## config.mk

```make
export PLATFORM = sky130hd
export DESIGN_NAME = alu_seq
export DESIGN_NICKNAME = d
export VERILOG_FILES = /design/src/rtl/alu_pkg.sv /design/src/rtl/alu_seq_mul.sv /design/src/rtl/alu_seq.sv
export SDC_FILE = /design/constraint.sdc
export NUM_CORES = 1
export LEC_CHECK = 0
export ABC_AREA = 1
export CAP_MARGIN = 10
export CORE_MARGIN = 10
export CORE_UTILIZATION = 25
export DETAILED_ROUTE_END_ITERATION = 8
export HOLD_SLACK_MARGIN = 0.05
export PLACE_DENSITY = 0.46
export SYNTH_ARGS = -nofsm -noshare
export SYNTH_HDL_FRONTEND = slang
export SYNTH_SLANG_ARGS = --single-unit
```

## constraint.sdc

```tcl
create_clock -name clk -period 2.3 [get_ports clk]
set_input_delay 0.46 -clock clk [delete_from_list [all_inputs] [get_ports clk]]
set_output_delay 0.46 -clock clk [all_outputs]
set_load 0.01 [all_outputs]
```

## src/rtl/alu_pkg.sv

```systemverilog
// Shared opcodes, FSM state type and helpers for the sequential ALU.
// ROL/ROR opcodes exist only when ALU_ROTATE_EN is defined.
package alu_pkg;

   localparam logic [5:0] OP_ADD  = 6'd0;
   localparam logic [5:0] OP_AND  = 6'd1;
   localparam logic [5:0] OP_OR   = 6'd2;
   localparam logic [5:0] OP_SUB  = 6'd3;
   localparam logic [5:0] OP_XOR  = 6'd4;
   localparam logic [5:0] OP_SLT  = 6'd5;
   localparam logic [5:0] OP_NOR  = 6'd6;
   localparam logic [5:0] OP_SLL  = 6'd7;
   localparam logic [5:0] OP_MULU = 6'd8;
   localparam logic [5:0] OP_MULS = 6'd9;
   localparam logic [5:0] OP_SRL  = 6'd10;
   localparam logic [5:0] OP_SRA  = 6'd11;
   localparam logic [5:0] OP_SLTU = 6'd12;
`ifdef ALU_ROTATE_EN
   localparam logic [5:0] OP_ROL  = 6'd13;
   localparam logic [5:0] OP_ROR  = 6'd14;
`endif

   typedef enum logic [1:0] {StIdle, StMul, StFix} state_e;

   function automatic logic is_mul(input logic [5:0] op);
      return (op == OP_MULU) || (op == OP_MULS);
   endfunction

endpackage

```

## src/rtl/alu_seq_mul.sv

```systemverilog
// Iterative shift-add multiplier: one multiplier bit per cycle on operand magnitudes,
// with the sign restored combinationally on the held product.
module alu_seq_mul #(
   parameter int unsigned WIDTH = 8
) (
   input  logic               clk,
   input  logic               rst,
   input  logic               start,
   input  logic               mul_signed,
   input  logic [WIDTH-1:0]   a,
   input  logic [WIDTH-1:0]   b,
   output logic               done,
   output logic [2*WIDTH-1:0] product
);

   localparam int unsigned CntW = $clog2(WIDTH);

   logic [WIDTH-1:0]   mcand_q, acc_q, mplier_q, a_mag, b_mag;
   logic               neg_q, run_q;
   logic [CntW-1:0]    cnt_q;
   logic [WIDTH:0]     sum;
   logic [2*WIDTH-1:0] raw;

   // Magnitude of the most-negative value still fits as an unsigned WIDTH-bit number.
   always_comb begin
      a_mag   = (mul_signed && a[WIDTH-1]) ? -a : a;
      b_mag   = (mul_signed && b[WIDTH-1]) ? -b : b;
      sum     = {1'b0, acc_q} + (mplier_q[0] ? {1'b0, mcand_q} : '0);
      raw     = {acc_q, mplier_q};
      product = neg_q ? -raw : raw;
      done    = run_q && (cnt_q == CntW'(WIDTH - 1));
   end

   always_ff @(posedge clk) begin
      if (rst) begin
         mcand_q  <= '0;
         acc_q    <= '0;
         mplier_q <= '0;
         neg_q    <= 1'b0;
         cnt_q    <= '0;
         run_q    <= 1'b0;
      end else if (start) begin
         mcand_q  <= a_mag;
         mplier_q <= b_mag;
         acc_q    <= '0;
         neg_q    <= mul_signed && (a[WIDTH-1] ^ b[WIDTH-1]);
         cnt_q    <= '0;
         run_q    <= 1'b1;
      end else if (run_q) begin
         acc_q    <= sum[WIDTH:1];
         mplier_q <= {sum[0], mplier_q[WIDTH-1:1]};
         cnt_q    <= cnt_q + 1'b1;
         if (done) run_q <= 1'b0;
      end
   end

endmodule

```

## src/rtl/alu_seq.sv

```systemverilog
// Handshaked ALU: single-cycle ops load the output registers at acceptance, multiplies
// run through alu_seq_mul. Define ALU_ROTATE_EN to add the ROL/ROR opcodes.
module alu_seq
   import alu_pkg::*;
#(
   parameter int unsigned WIDTH = 8,
   parameter int unsigned SHW   = $clog2(WIDTH)
) (
   input  logic             clk,
   input  logic             rst,
   input  logic             in_valid,
   output logic             in_ready,
   input  logic [WIDTH-1:0] a,
   input  logic [WIDTH-1:0] b,
   input  logic [5:0]       op,
   input  logic [SHW-1:0]   shamt,
   output logic             out_valid,
   input  logic             out_ready,
   output logic [WIDTH-1:0] result,
   output logic [WIDTH-1:0] result_hi,
   output logic             zero,
   output logic             carry,
   output logic             overflow,
   output logic             busy
);

   state_e             state_q, state_d;
   logic               accept, mul_start, mul_done, mul_signed_q, mul_ovf;
   logic [2*WIDTH-1:0] mul_product;
   logic [WIDTH-1:0]   sc_res, result_q, result_hi_q;
   logic               sc_carry, sc_ovf, zero_q, carry_q, ovf_q, out_valid_q;
   logic [WIDTH:0]     add_full, sub_full;
`ifdef ALU_ROTATE_EN
   logic [2*WIDTH-1:0] rot;
`endif

   assign in_ready  = (state_q == StIdle) && (!out_valid_q || out_ready);
   assign accept    = in_valid && in_ready;
   assign mul_start = accept && is_mul(op);
   assign busy      = (state_q != StIdle);

   always_comb begin
      add_full = {1'b0, a} + {1'b0, b};
      sub_full = {1'b0, a} - {1'b0, b};
      sc_res   = '0;
      sc_carry = 1'b0;
      sc_ovf   = 1'b0;
`ifdef ALU_ROTATE_EN
      rot      = '0;
`endif
      case (op)
         OP_ADD: begin
            sc_res   = add_full[WIDTH-1:0];
            sc_carry = add_full[WIDTH];
            sc_ovf   = (a[WIDTH-1] == b[WIDTH-1]) && (add_full[WIDTH-1] != a[WIDTH-1]);
         end
         OP_SUB: begin
            sc_res   = sub_full[WIDTH-1:0];
            sc_carry = sub_full[WIDTH];
            sc_ovf   = (a[WIDTH-1] != b[WIDTH-1]) && (sub_full[WIDTH-1] != a[WIDTH-1]);
         end
         OP_AND:  sc_res = a & b;
         OP_OR:   sc_res = a | b;
         OP_XOR:  sc_res = a ^ b;
         OP_NOR:  sc_res = ~(a | b);
         OP_SLT:  sc_res = {{(WIDTH-1){1'b0}}, $signed(a) < $signed(b)};
         OP_SLTU: sc_res = {{(WIDTH-1){1'b0}}, a < b};
         OP_SLL:  sc_res = a << shamt;
         OP_SRL:  sc_res = a >> shamt;
         OP_SRA:  sc_res = $signed(a) >>> shamt;
`ifdef ALU_ROTATE_EN
         OP_ROL: begin
            rot    = {a, a} << shamt;
            sc_res = rot[2*WIDTH-1:WIDTH];
         end
         OP_ROR: begin
            rot    = {a, a} >> shamt;
            sc_res = rot[WIDTH-1:0];
         end
`endif
         default: ;
      endcase
   end

   assign mul_ovf = mul_signed_q
                  ? (mul_product[2*WIDTH-1:WIDTH] != {WIDTH{mul_product[WIDTH-1]}})
                  : (mul_product[2*WIDTH-1:WIDTH] != '0);

   always_comb begin
      state_d = state_q;
      case (state_q)
         StIdle:  if (mul_start) state_d = StMul;
         StMul:   if (mul_done) state_d = StFix;
         StFix:   state_d = StIdle;
         default: state_d = StIdle;
      endcase
   end

   always_ff @(posedge clk) begin
      if (rst) begin
         state_q      <= StIdle;
         mul_signed_q <= 1'b0;
         out_valid_q  <= 1'b0;
         result_q     <= '0;
         result_hi_q  <= '0;
         zero_q       <= 1'b0;
         carry_q      <= 1'b0;
         ovf_q        <= 1'b0;
      end else begin
         state_q <= state_d;
         if (mul_start) mul_signed_q <= (op == OP_MULS);
         if (accept && !is_mul(op)) begin
            result_q    <= sc_res;
            result_hi_q <= '0;
            zero_q      <= (sc_res == '0);
            carry_q     <= sc_carry;
            ovf_q       <= sc_ovf;
            out_valid_q <= 1'b1;
         end else if (state_q == StFix) begin
            result_q    <= mul_product[WIDTH-1:0];
            result_hi_q <= mul_product[2*WIDTH-1:WIDTH];
            zero_q      <= (mul_product == '0);
            carry_q     <= 1'b0;
            ovf_q       <= mul_ovf;
            out_valid_q <= 1'b1;
         end else if (out_ready) begin
            out_valid_q <= 1'b0;
         end
      end
   end

   assign out_valid = out_valid_q;
   assign result    = result_q;
   assign result_hi = result_hi_q;
   assign zero      = zero_q;
   assign carry     = carry_q;
   assign overflow  = ovf_q;

   alu_seq_mul #(
      .WIDTH (WIDTH)
   ) u_mul (
      .clk        (clk),
      .rst        (rst),
      .start      (mul_start),
      .mul_signed (op == OP_MULS),
      .a          (a),
      .b          (b),
      .done       (mul_done),
      .product    (mul_product)
   );

endmodule

```

# After elaboration in Yosys (flattened, before gate mapping)
# Index checks and enable logic that the tools add are counted.
[classes]
n_shift = 3
n_eq_ne = 22
addsub = 7
bitwise_logic = 5
mux = 27
magnitude_cmp = 2
reduce_logical = 26
[op_table]
columns = ["operator", "n"]
rows = [
  ["$pmux 8 s11", 1],
  ["$mux 8", 7],
  ["$eq 6x4->1 const B", 5],
  ["$eq 6x3->1 const B", 4],
  ["$logic_not 16->1", 1],
  ["$lt 8x8->1", 2],
  ["$mux 16", 1],
  ["$neg 16->16", 1],
  ["$neg 8->8", 2],
  ["$mux 1", 13],
  ["$eq 6x2->1 const B", 2],
  ["$logic_and 1x1->1", 10],
  ["$add 8x8->9", 1],
  ["$add 8x9->9", 1],
  ["$sub 8x8->9", 1],
  ["$and 8x8->8", 1],
  ["$logic_not 8->1", 1],
  ["$ne 8x8->1", 1],
  ["$not 8->8", 1],
  ["$or 8x8->8", 1],
  ["$reduce_bool 8->1", 1],
  ["$shl 8x3->8", 1],
  ["$shr 8x3->8", 1],
  ["$sshr 8x3->8", 1],
  ["other kinds (21)", 31],
]
[word_totals]
ff_bits = 52
wordCells = 106
out_inout_bits = 22

# Longest topological paths before layout
# Gate-level depths: netlist (run 1).
[logic_depth]
word_depth = 7
mapped_depth = 17

# Modules after synthesis
# A second synthesis (run 1) with hierarchy kept.
[hier_totals]
cells_unflattened = 908
hier_area_um2 = 5313.8
[modules_own_cells]
columns = ["module", "instances", "cells_each", "seq_area_each_um2", "area_per_inst_um2"]
rows = [
  ["alu_seq", 1, 555, 460.4, 3104.2],
  ["alu_seq_mul", 1, 353, 580.6, 2209.6],
]

# Worst setup path before layout (run 1)
# No wires, ideal clock.
[synth_path]
path_type = "input to register"
start = "in a[7]"
end = "reg zero_q (netlist: zero)"
n_path_buf = 2
setup_slack_ns = 0.171
setup_time_ns = 0.066
arrival_time_ns = 2.063
cell_stages = 13
t_required_ns = 2.234
cell_sequence = "clkbuf_1 inv_1 ha_1 clkbuf_1 nor2_1 a21oi_1 nand2_1 nand2_1 nand2_1 nand4_1 nor2_1 nand3_1 a21oi_2"
[synth_via]
elab_chain_len = 5
[synth_lines]
columns = ["item", "line_no", "source"]
rows = [
  ["start: declaration", "alu_seq.sv:13", "input logic [WIDTH-1:0] a,"],
  ["branches (longest 2 deep; another with $sub 8x8->9)", "--", ""],
  ["$pmux 8 s11 *", "alu_seq.sv:51", "case (op)"],
  ["$logic_not 8->1 *", "alu_seq.sv:115", "zero_q <= (sc_res == '0);"],
  ["$mux 1 *", "alu_seq.sv:112", "if (accept && !is_mul(op)) begin"],
  ["end signal: assignment", "alu_seq.sv:115", ""],
  ["end signal: assignment", "alu_seq.sv:122", "zero_q <= (mul_product == '0);"],
  ["end: declaration", "alu_seq.sv:31", "logic sc_carry, sc_ovf, zero_q, carry_q, ovf_q, out_valid_q;"],
]
# Every way passes the cells marked *.
# A chain may end at the register's enable or synchronous reset.

# Final worst setup path (run 1)
[layout_path]
start = "in out_ready"
end = "out in_ready"
[layout_via]
elab_chain_len = 2
[layout_lines]
columns = ["item", "line_no", "source"]
rows = [
  ["start: declaration", "alu_seq.sv:18", "input logic out_ready,"],
  ["$logic_or 1x1->1", "alu_seq.sv:37", "assign in_ready = (state_q == StIdle) && (!out_valid_q || out_ready);"],
  ["$logic_and 1x1->1", "alu_seq.sv:37", ""],
  ["end: declaration", "alu_seq.sv:12", "output logic in_ready,"],
]
# Every way passes these cells.

==> results by group, run 1 <==
Status
  • Status: complete, no violations

Global routing
  • Vias in the first global route: 5994
  • First-pass GRT wire length: 31420 um
  • Total gr overflow: 0
  • Initial antenna violation count: 0
  • Gr usage total: 0.1444
  • Largest net degree at the start of global routing: 22

STA
  • Fin Clk Skew: 0.01016 ns
  • Min cycle time layout: 2.163 ns
  • RSZ-0062 raised after global routing: no
  • Setup-failing EPs final: 0
  • Max Slew Vio Count: 0
  • Final Cycle Share: 0.9403
  • Max transition margin: 0.6722
  • Final hold vios: 0
  • Max Freq: 0.4624 GHz
  • Slew of the pin with the lowest slew margin: 0.4911 ns
  • Setup ws final: 0.1374 ns

Setup path
  • Element type at the critical path end: primary output
  • Critical path's largest stage delay: 0.54 ns
  • CP Max Fanout: 2
  • Crit start category: input port
  • Slowest-stage cell, CP: clkdlybuf4s50_1
  • Setup slack, reg-to-reg: 0.25 ns
  • CP Data Required Time: 1.84 ns
  • Kind of critical path: in2out
  • CP Data Arrival Time: 1.70 ns
  • Worst path cell trace: clkdlybuf4s50_1, inv_1, nand2_1, inv_1, nor2_2, clkdlybuf4s50_1

Placed design
  • Routability Congestion: 0.9107
  • HPWL Detailed: 16790 um
  • Place WS: -0.4435 ns
  • Port Buffers: 50
  • Placed instance area: 7166 um^2

Synth
  • Sequential area share after synthesis: 0.1970
  • Synth Instances: 905
  • Dominant synthesized flop cell: dfxtp_1
  • Most frequent cells after synthesis: nand2_1 (232), nor2_1 (116), inv_1 (111)
  • Area leader, netlist: dfxtp_1
  • Top cells by area, synth: dfxtp_1 (20%), nand2_1 (16%), ha_1 (8.8%)
  • Top cell type's share of synthesized area: 0.1970
  • Mapped cell area: 5285 um^2
  • Most common cell in the synthesized netlist: nand2_1
  • Post-synthesis net count: 974
  • Syn avg cell area: 5.840 um^2
  • Number of synthesized flops with an enable pin: 0
  • Netlist cell types: 42
  • Synthesized flop and latch total: 52
  • Post-synthesis async set-or-reset flop share: 0
  • Synth warn: 0

Cells and area
  • # nets final: 1158
  • Area delta synth->final: 43.84%
  • # diodes: 0
  • Share of post-route cells with drive strength above 1: 0.2312
  • Final instance area: 7602 um^2

Detailed routing
  • Total Routed Length: 19830 um
  • Remaining routing DRC violations: 0
  • Initial drt markers: 374
  • Pre-antenna DRT Iters: 5
  • Post-route ant nets: 0
  • Routed len/inst: 14.53 um
  • Vias per Instance: 4.544
  • Via count: 6202

Die
  • Die width: 165.4 um
  • DIE HEIGHT: 165.4 um
  • Core area: 20890 um^2
  • Io pins: 51
  • Number of placement rows: 53
  • Starting Density: 0.2530
  • Die Area: 27360 um^2

Clock tree
  • CTS Root Cell: clkbuf_16
  • H-Tree Level Count: 2
  • CTS tree: built
  • Clk sinks: 52
  • Clock Path Buffers: 2
  • CTS Buf Count: 5
  • Clk Latency, worst-skew pair: 0.31 ns
  • Clock-pin slew of the registers on the worst-case setup and hold paths: 0.07 ns

Power
  • Power per standard cell area: 356.4 nW/um^2
  • Worst ir drop on vdd: 247.4 uV
  • Leak: 0.003874 uW

Job
  • Maxcap violations: 0

Worst hold path
  • Worst hold-check path type: reg2reg
## cell families after synthesis
group,synth area share
buffers and inverters,0.1155
AOI/OAI and AO/OA,0.1503
xor gates and xnor gates,0.03314
DFF,0.1970
adders and majority gates,0.09896
and+or+nand+nor,0.4051
## cells in the final DEF (no fill, tap or decap), drive strengths merged, types with 5 or more instances in the layout
master,count
o21ai,70
dfxtp,52
ha,37
clkbuf,8
or2,5
inv,128
clkdlybuf4s50,30
nand4,17
nor3,12
xnor2,5
nand3,92
nor2,128
nand2,236
xor2,15
dlymetal6s2s,18
buf,153
a21oi,50
## flip-flops by register name (all words and copies together) (netlist names)
name            cells
mul_signed_q        1
u_mul.run_q         1
carry               1
u_mul.neg_q         1
result              8
u_mul.cnt_q         3
u_mul.acc_q         8
u_mul.mplier_q      8
result_hi           8
out_valid           1
overflow            1
state_q             2
u_mul.mcand_q       8
zero                1
## through the flow
stage / hold slack, ns / utilization / TNS, ns / std cells / total power, uW
5_1_grt: 0.4796 / 0.3639 / 0 / 1365 / 2855
2_1_floorplan: 0.4174 / - / 0 / 905 / 1336
3_3_place_gp: 0.4482 / 0.3430 / -6.347 / 1354 / 1756
4_1_cts: 0.4632 / 0.3565 / -0.006989 / 1363 / 2713
3_5_place_dp: 0.4520 / 0.3430 / -6.049 / 1354 / 1754
6_report: 0.4560 / 0.3639 / 0 / 1365 / 2709
## layer usage
layer	routed length [um]	track usage	share of wire	vias up
li1	-	-	-	3280
met1	10190	0.2028	0.51	2783
met2	8440	0.2251	0.43	120
met3	864	0.02181	0.044	19
met4	329	0.03711	0.017	0
met5	0	0	0	-
## report_power, final
part	internal [uW]	switching [uW]
logic	390	464
registers	915	12.7
clock network	574	353
## final cells by class
cell class | count | area, um^2
tap | 275 | 344.1
inverter | 128 | 483.0
clock buffer | 7 | 152.6
multi-input combinational | 699 | 3816
sequential | 52 | 1042
fill | 2306 | 13290
timing repair buffer | 203 | 1734
clock inverter | 1 | 30.03
## what timing repair did
action | in CTS | in global routing
hold buffers | 0 | 0
resized for setup | 19 | 58
pin swaps | 4 | 20
setup buffers | 1 | 2
hold endpoints to repair | 0 | 0
endpoints found under the setup margin | 7 | 12
gates cloned | 0 | 0
## worst max-delay path: cells and delay by family
| family | cells | cell delay (ns) |
|---|---|---|
| buffers and inverters | 4 | 1.09 |
| and+or+nand+nor | 2 | 0.15 |
## path summary, 6_finish.rpt
check | end | depth (start not counted) | startpoint
min reg2reg | u_mul.mcand_q[1] | 2 | u_mul.mcand_q[1]
max reg2reg | u_mul.acc_q[6] | 17 | u_mul.mplier_q[0]
max | in_ready | 6 | out_ready
min | u_mul.mcand_q[1] | 2 | u_mul.mcand_q[1]
Note: power is estimated with default switching activity, not from simulation.
==> run 2: changes to the inputs <==
Settings changed: GPL_ROUTABILITY_DRIVEN set to 0.
==> results by group, run 2 (same netlist as run 1, synthesis figures left out) <==
Status
  • Status: complete, no violations (unchanged)

Clock tree
  • H-Tree Level Count: 2 (unchanged)
  • Clock Path Buffers: 2 (unchanged)
  • CTS Root Cell: clkbuf_16 (unchanged)
  • Clk Latency, worst-skew pair: 0.30 ns (was 0.31 ns)
  • Hold buffer count at cts: 0 (unchanged)
  • CTS tree: built (unchanged)
  • Clk sinks: 52 (unchanged)
  • CTS Buf Count: 5 (unchanged)
  • Clock-pin slew of the registers on the worst-case setup and hold paths: 0.07 ns (about the same)

STA
  • Final hold vios: 0 (unchanged)
  • Final Cycle Share: 0.9394 (was 0.9403)
  • Setup TNS: 0 ns (unchanged)
  • Setup ws final: 0.1395 ns (was 0.1374 ns)
  • RSZ-0062 raised after global routing: no (unchanged)
  • Max transition margin: 0.6613 (was 0.6722)
  • Max Slew Vio Count: 0 (unchanged)
  • Min cycle time layout: 2.161 ns (was 2.163 ns)
  • Max Freq: 0.4629 GHz (was 0.4624 GHz)
  • Slew of the pin with the lowest slew margin: 0.5074 ns (was 0.4911 ns)
  • Setup-failing EPs final: 0 (unchanged)
  • Fin Clk Skew: 0.01022 ns (was 0.01016 ns)

Cells and area
  • Most frequent cells in the layout: nand2_1 (225), buf_4 (149), nor2_1 (107), inv_1 (97), nand3_1 (84) (was nand2_1 (228), buf_4 (148), nor2_1 (108), inv_1 (98), nand3_1 (86))
  • # diodes: 0 (unchanged)
  • Area delta synth->final: 43.70% (was 43.84%)
  • # nets final: 1159 (was 1158)
  • Leading cell type in the layout, fill and taps excluded: nand2_1 (unchanged)
  • Final instance area: 7595 um^2 (was 7602 um^2)
  • Sequential cell area: 1042 um^2 (unchanged)
  • Multi-input gate area: 3842 um^2 (was 3816 um^2)
  • Share of post-route cells with drive strength above 1: 0.2401 (was 0.2312)
  • Filler cells: 2349 (was 2306)

Setup path
  • CP Launch Point: out_ready (unchanged)
  • Kind of critical path: in2out (unchanged)
  • Crit start category: input port (unchanged)
  • Element type at the critical path end: primary output (unchanged)
  • CP Data Arrival Time: 1.70 ns (about the same)
  • CP Data Required Time: 1.84 ns (about the same)
  • RR Startpoint: u_mul.mplier_q[0] (unchanged)
  • R2R depth: 17 (unchanged)
  • CP Max Fanout: 2 (unchanged)

Global routing
  • Initial antenna violation count: 0 (unchanged)
  • Largest net degree at the start of global routing: 18 (was 22)
  • Vias in the first global route: 5818 (was 5994)
  • Gr usage total: 0.1430 (was 0.1444)
  • Total gr overflow: 0 (unchanged)
  • First-pass GRT wire length: 31480 um (was 31420 um)

Detailed routing
  • Vias per Instance: 4.514 (was 4.544)
  • Post-route ant nets: 0 (unchanged)
  • Routed len/inst: 14.50 um (was 14.53 um)
  • Pre-antenna DRT Iters: 4 (was 5)
  • Remaining routing DRC violations: 0 (unchanged)
  • Total Routed Length: 19800 um (was 19830 um)
  • Via count: 6166 (was 6202)
  • Initial drt markers: 473 (was 374)

Power
  • Int Power: 1716 uW (was 1879 uW)
  • Clock Power Share: 0.294 (was 0.342)
  • Sw frac: 0.3280 (was 0.3063)
  • Combinational group share of total power: 0.343 (was 0.315)
  • Psw: 837.9 uW (was 829.9 uW)
  • Power per standard cell area: 336.3 nW/um^2 (was 356.4 nW/um^2)
  • Worst ir drop on vdd: 255.5 uV (was 247.4 uV)
  • Leak: 0.003859 uW (was 0.003874 uW)
  • Sequential share of power: 0.363 (was 0.342)

Worst hold path
  • Worst hold-check path type: reg2reg (unchanged)
  • Hold path startpoint: u_mul.mcand_q[6] (was u_mul.mcand_q[1])
  • Min-Delay Path Depth: 2 (unchanged)

Placed design
  • Place WS: -0.4547 ns (was -0.4435 ns)
  • Port Buffers: 50 (unchanged)
  • HPWL Detailed: 16710 um (was 16790 um)
  • Placed instance area: 7151 um^2 (was 7166 um^2)

Die
  • DIE HEIGHT: 165.4 um (unchanged)
  • Number of placement rows: 53 (unchanged)
  • Core area: 20890 um^2 (unchanged)
  • Starting Density: 0.2530 (unchanged)
  • Die Area: 27360 um^2 (unchanged)
  • Io pins: 51 (unchanged)
  • Die width: 165.4 um (unchanged)

Job
  • Maxcap violations: 0 (unchanged)
run 2: cell count changes in the layout (fill, tap and decap cells not counted), sizes merged:
cell           change
bufinv             -1
buf                +1
clkinv             +3
dlymetal6s2s       -1
clkbuf             -1
clkinvlp           +1
clkdlybuf4s15      -1
dlygate4sd2        +1
inv                -1
run 2: per-layer routing:
metal  track usage  up-vias  wire length [um]
met1        0.2084     2741             10300
met3       0.01710       19               774
met5             0        -                 0
met2        0.2210      118              8400
met4       0.02713        0               323
li1              -     3288                 -
run 2: power groups by stage:
stage | combinational, uW | clock, uW | sequential (uW)
floorplan | 387 | 0 | 949
global placement | 807 | 0 | 949
detailed placement | 807 | 0 | 949
CTS | 833 | 773 | 928
global route | 966 | 814 | 930
finish | 876 | 750 | 928
run 2: path summary, 6_finish.rpt:
kind,endpoint,slack (ns)
max,in_ready,0.14
min,u_mul.mcand_q[6],0.46
max reg2reg,u_mul.acc_q[6],0.23
min reg2reg,u_mul.mcand_q[6],0.46
run 2: area by class of cell:
cell class	count	share of cell area
clock buffers	5	0.01647
flip-flops and latches	52	0.1372
clock inverters	3	0.002471
well taps	275	0.04530
inverters	128	0.06442
repair buffers	204	0.2282
multi-input cells	699	0.5059
run 2: stage by stage:
stage,hold slack (ns),power [uW],utilization,instances
final,0.4627,2554,0.3636,1366
after global routing,0.4806,2710,0.3636,1366
after CTS,0.4636,2533,0.3536,1360
after detailed placement,0.4519,1756,0.3423,1352
after global placement,0.4510,1756,0.3423,1352
after floorplan,0.4174,1336,-,905
run 2: worst max-delay path, cell delays in order:
cell	delay [ns]
clkdlybuf4s50_1	0.46
inv_1	0.04
nand2_1	0.04
inv_1	0.05
nor2_2	0.11
clkdlybuf4s50_1	0.54
run 2: timing repair:
action                     in CTS  in global routing
buffers inserted                0                  6
pin swaps                       3                 25
gates cloned                    0                  0
resized for setup              23                 67
setup endpoints to repair       8                 17
==> run 3: changes to the inputs <==
Settings changed: CTS_BUF_LIST set to sky130_fd_sc_hd__clkbuf_8, TNS_END_PERCENT set to 30.
==> results by group, run 3 (same netlist as run 1, synthesis figures left out) <==
Setup path
  • CP Max Fanout: 8 (was 2)
  • Most used cell, CP: nand3_1
  • CP Data Required Time: 2.58 ns (was 1.84 ns)
  • RR Startpoint: u_mul.mplier_q[0] (unchanged)
  • Reg2Reg Capture Point: u_mul.acc_q[6] (unchanged)
  • Crit start category: input port (unchanged)
  • CP Data Arrival Time: 2.46 ns (was 1.70 ns)
  • Element type at the critical path end: flop (was primary output)
  • R2R depth: 17 (unchanged)
  • Setup slack, reg-to-reg: 0.23 ns (about the same)
  • Slowest-stage cell, CP: clkdlybuf4s50_1 (unchanged)
  • Worst path cell trace: clkdlybuf4s50_1, inv_2, ha_4, inv_1, a21oi_2, nor2_1, nor2_2, nand3_1, nand3_1, nand4_1, nor2_1, nand3_1, a21oi_2 (was clkdlybuf4s50_1, inv_1, nand2_1, inv_1, nor2_2, clkdlybuf4s50_1)
  • Critical path's largest stage delay: 0.49 ns (was 0.54 ns)
  • Kind of critical path: in2reg (was in2out)

STA
  • Final Cycle Share: 0.9493 (was 0.9394)
  • Slew of the pin with the lowest slew margin: 0.5082 ns (was 0.5074 ns)
  • Fin Clk Skew: 0.01873 ns (was 0.01022 ns)
  • Max Freq: 0.4580 GHz (was 0.4629 GHz)
  • Setup-failing EPs final: 0 (unchanged)
  • Final hold vios: 0 (unchanged)
  • Setup TNS: 0 ns (unchanged)
  • Hold Slack: 0.4660 ns (was 0.4627 ns)
  • Min cycle time layout: 2.184 ns (was 2.161 ns)
  • Max Slew Vio Count: 0 (unchanged)
  • Max transition margin: 0.6609 (was 0.6613)

Detailed routing
  • Total Routed Length: 19670 um (was 19800 um)
  • Post-route ant nets: 0 (unchanged)
  • Via count: 6164 (was 6166)
  • Remaining routing DRC violations: 0 (unchanged)
  • Pre-antenna DRT Iters: 5 (was 4)
  • Initial drt markers: 418 (was 473)
  • Vias per Instance: 4.522 (was 4.514)
  • Routed len/inst: 14.43 um (was 14.50 um)

Clock tree
  • CTS tree: built (unchanged)
  • Hold buffer count at cts: 0 (unchanged)
  • Clock-pin slew of the registers on the worst-case setup and hold paths: 0.11 ns (was 0.07 ns)
  • CTS Root Cell: clkbuf_8 (was clkbuf_16)
  • CTS Buf Count: 5 (unchanged)
  • Clock Path Buffers: 2 (unchanged)
  • Clk Latency, worst-skew pair: 0.33 ns (was 0.30 ns)
  • Clk sinks: 52 (unchanged)
  • H-Tree Level Count: 2 (unchanged)

Cells and area
  • # diodes: 0 (unchanged)
  • Most frequent cells in the layout: nand2_1 (226), buf_4 (145), nor2_1 (110), inv_1 (98), nand3_1 (86) (was nand2_1 (225), buf_4 (149), nor2_1 (107), inv_1 (97), nand3_1 (84))
  • Filler cells: 2348 (was 2349)
  • # nets final: 1156 (was 1159)
  • Share of post-route cells with drive strength above 1: 0.2307 (was 0.2401)
  • Area delta synth->final: 41.86% (was 43.70%)
  • Leading cell type in the layout, fill and taps excluded: nand2_1 (unchanged)

Die
  • Starting Density: 0.2530 (unchanged)
  • Io pins: 51 (unchanged)
  • DIE HEIGHT: 165.4 um (unchanged)
  • Core area: 20890 um^2 (unchanged)
  • Number of placement rows: 53 (unchanged)
  • Die Area: 27360 um^2 (unchanged)
  • Die width: 165.4 um (unchanged)

Global routing
  • Initial antenna violation count: 0 (unchanged)
  • First-pass GRT wire length: 31360 um (was 31480 um)
  • Vias in the first global route: 5784 (was 5818)
  • Largest net degree at the start of global routing: 18 (unchanged)
  • Gr usage total: 0.1432 (was 0.1430)
  • Total gr overflow: 0 (unchanged)

Placed design
  • Port Buffers: 50 (unchanged)
  • HPWL Detailed: 16710 um (unchanged)

Power
  • Clock Power Share: 0.234 (was 0.294)
  • Power per standard cell area: 312.5 nW/um^2 (was 336.3 nW/um^2)
  • Psw: 818.4 uW (was 837.9 uW)
  • Combinational group share of total power: 0.370 (was 0.343)
  • Sw frac: 0.3493 (was 0.3280)
  • Leak: 0.003790 uW (was 0.003859 uW)
  • Int Power: 1525 uW (was 1716 uW)
  • Sequential share of power: 0.396 (was 0.363)
  • Worst ir drop on vdd: 182.4 uV (was 255.5 uV)

Worst hold path
  • Hold-critical path endpoint: u_mul.mcand_q[6] (unchanged)
  • Min-Delay Path Depth: 2 (unchanged)
  • Worst hold-check path type: reg2reg (unchanged)
  • Hold path startpoint: u_mul.mcand_q[6] (unchanged)

Status
  • Status: complete, no violations (unchanged)

Job
  • Maxcap violations: 0 (unchanged)
run 3: cell types whose count changed in the layout (fill, tap and decap cells not counted), moves of 2 or more:
cell             previous run  this run
clkbuf_16                   5         0
clkbuf_8                    0         5
buf_4                     149       145
clkdlybuf4s50_1            30        34
dlymetal6s2s_1             17        14
nor2_1                    107       110
nor2_2                     16        13
nand3_1                    84        86
nand3_2                     8         6
run 3: cell type report:
type / instances / area [um^2] / share of cell area
timing repair buffer: 201 / 1712 / 0.2283
tap: 275 / 344.1 / 0.04589
multi-input combinational: 699 / 3822 / 0.5098
clock inverter: 3 / 18.77 / 0.002503
inverter: 128 / 489.2 / 0.06525
sequential: 52 / 1042 / 0.1390
clock buffer: 5 / 68.82 / 0.009179
run 3: worst max path at each step:
stage	start	end	slack (ns)
global route	a[4]	zero	-0.009
finish	a[4]	zero	0.12
global placement	b[4]	zero	-0.44
detailed placement	a[0]	zero	-0.45
CTS	b[0]	zero	0.005
floorplan	a[7]	zero	0.17
run 3: layer usage:
layer,global-route usage,share of wire,up-vias
met5,0,0,-
met2,0.2190,0.42,111
met3,0.01710,0.037,19
li1,-,-,3285
met4,0.03312,0.017,0
met1,0.2084,0.52,2749
run 3: metrics by stage:
| stage | power [uW] | cell area (um^2) | worst slack, ns | std cells | utilization |
|---|---|---|---|---|---|
| final | 2343 | 7497 | 0.1165 | 1363 | 0.3589 |
| after global routing | 2495 | 7497 | -0.009071 | 1363 | 0.3589 |
| after CTS | 2317 | 7300 | 0.004863 | 1360 | 0.3494 |
| after detailed placement | 1756 | 7151 | -0.4547 | 1352 | 0.3423 |
| after global placement | 1756 | 7151 | -0.4426 | 1352 | 0.3423 |
| after floorplan | 1336 | 5285 | 0.1712 | 905 | - |
run 3: worst max-delay path, delay by kind of cell:
kind / cells / cell delay (ns)
AND/OR/NAND/NOR: 7 / 0.78
AO/OA/AOI/OAI: 2 / 0.27
adder cells (fa/ha/maj): 1 / 0.31
buffers and inverters: 3 / 0.63
run 3: what timing repair did:
action,in CTS,in global routing
setup endpoints to repair,6,12
gates resized for setup,15,63
setup buffers,0,3
pin swaps,2,24
run 3: power by group through the flow:
| stage | clock network [uW] | logic, uW | registers, uW |
|---|---|---|---|
| 2_1_floorplan | 0 | 387 | 949 |
| 3_3_place_gp | 0 | 807 | 949 |
| 3_5_place_dp | 0 | 807 | 949 |
| 4_1_cts | 567 | 823 | 928 |
| 5_1_grt | 607 | 958 | 931 |
| 6_report | 548 | 867 | 928 |
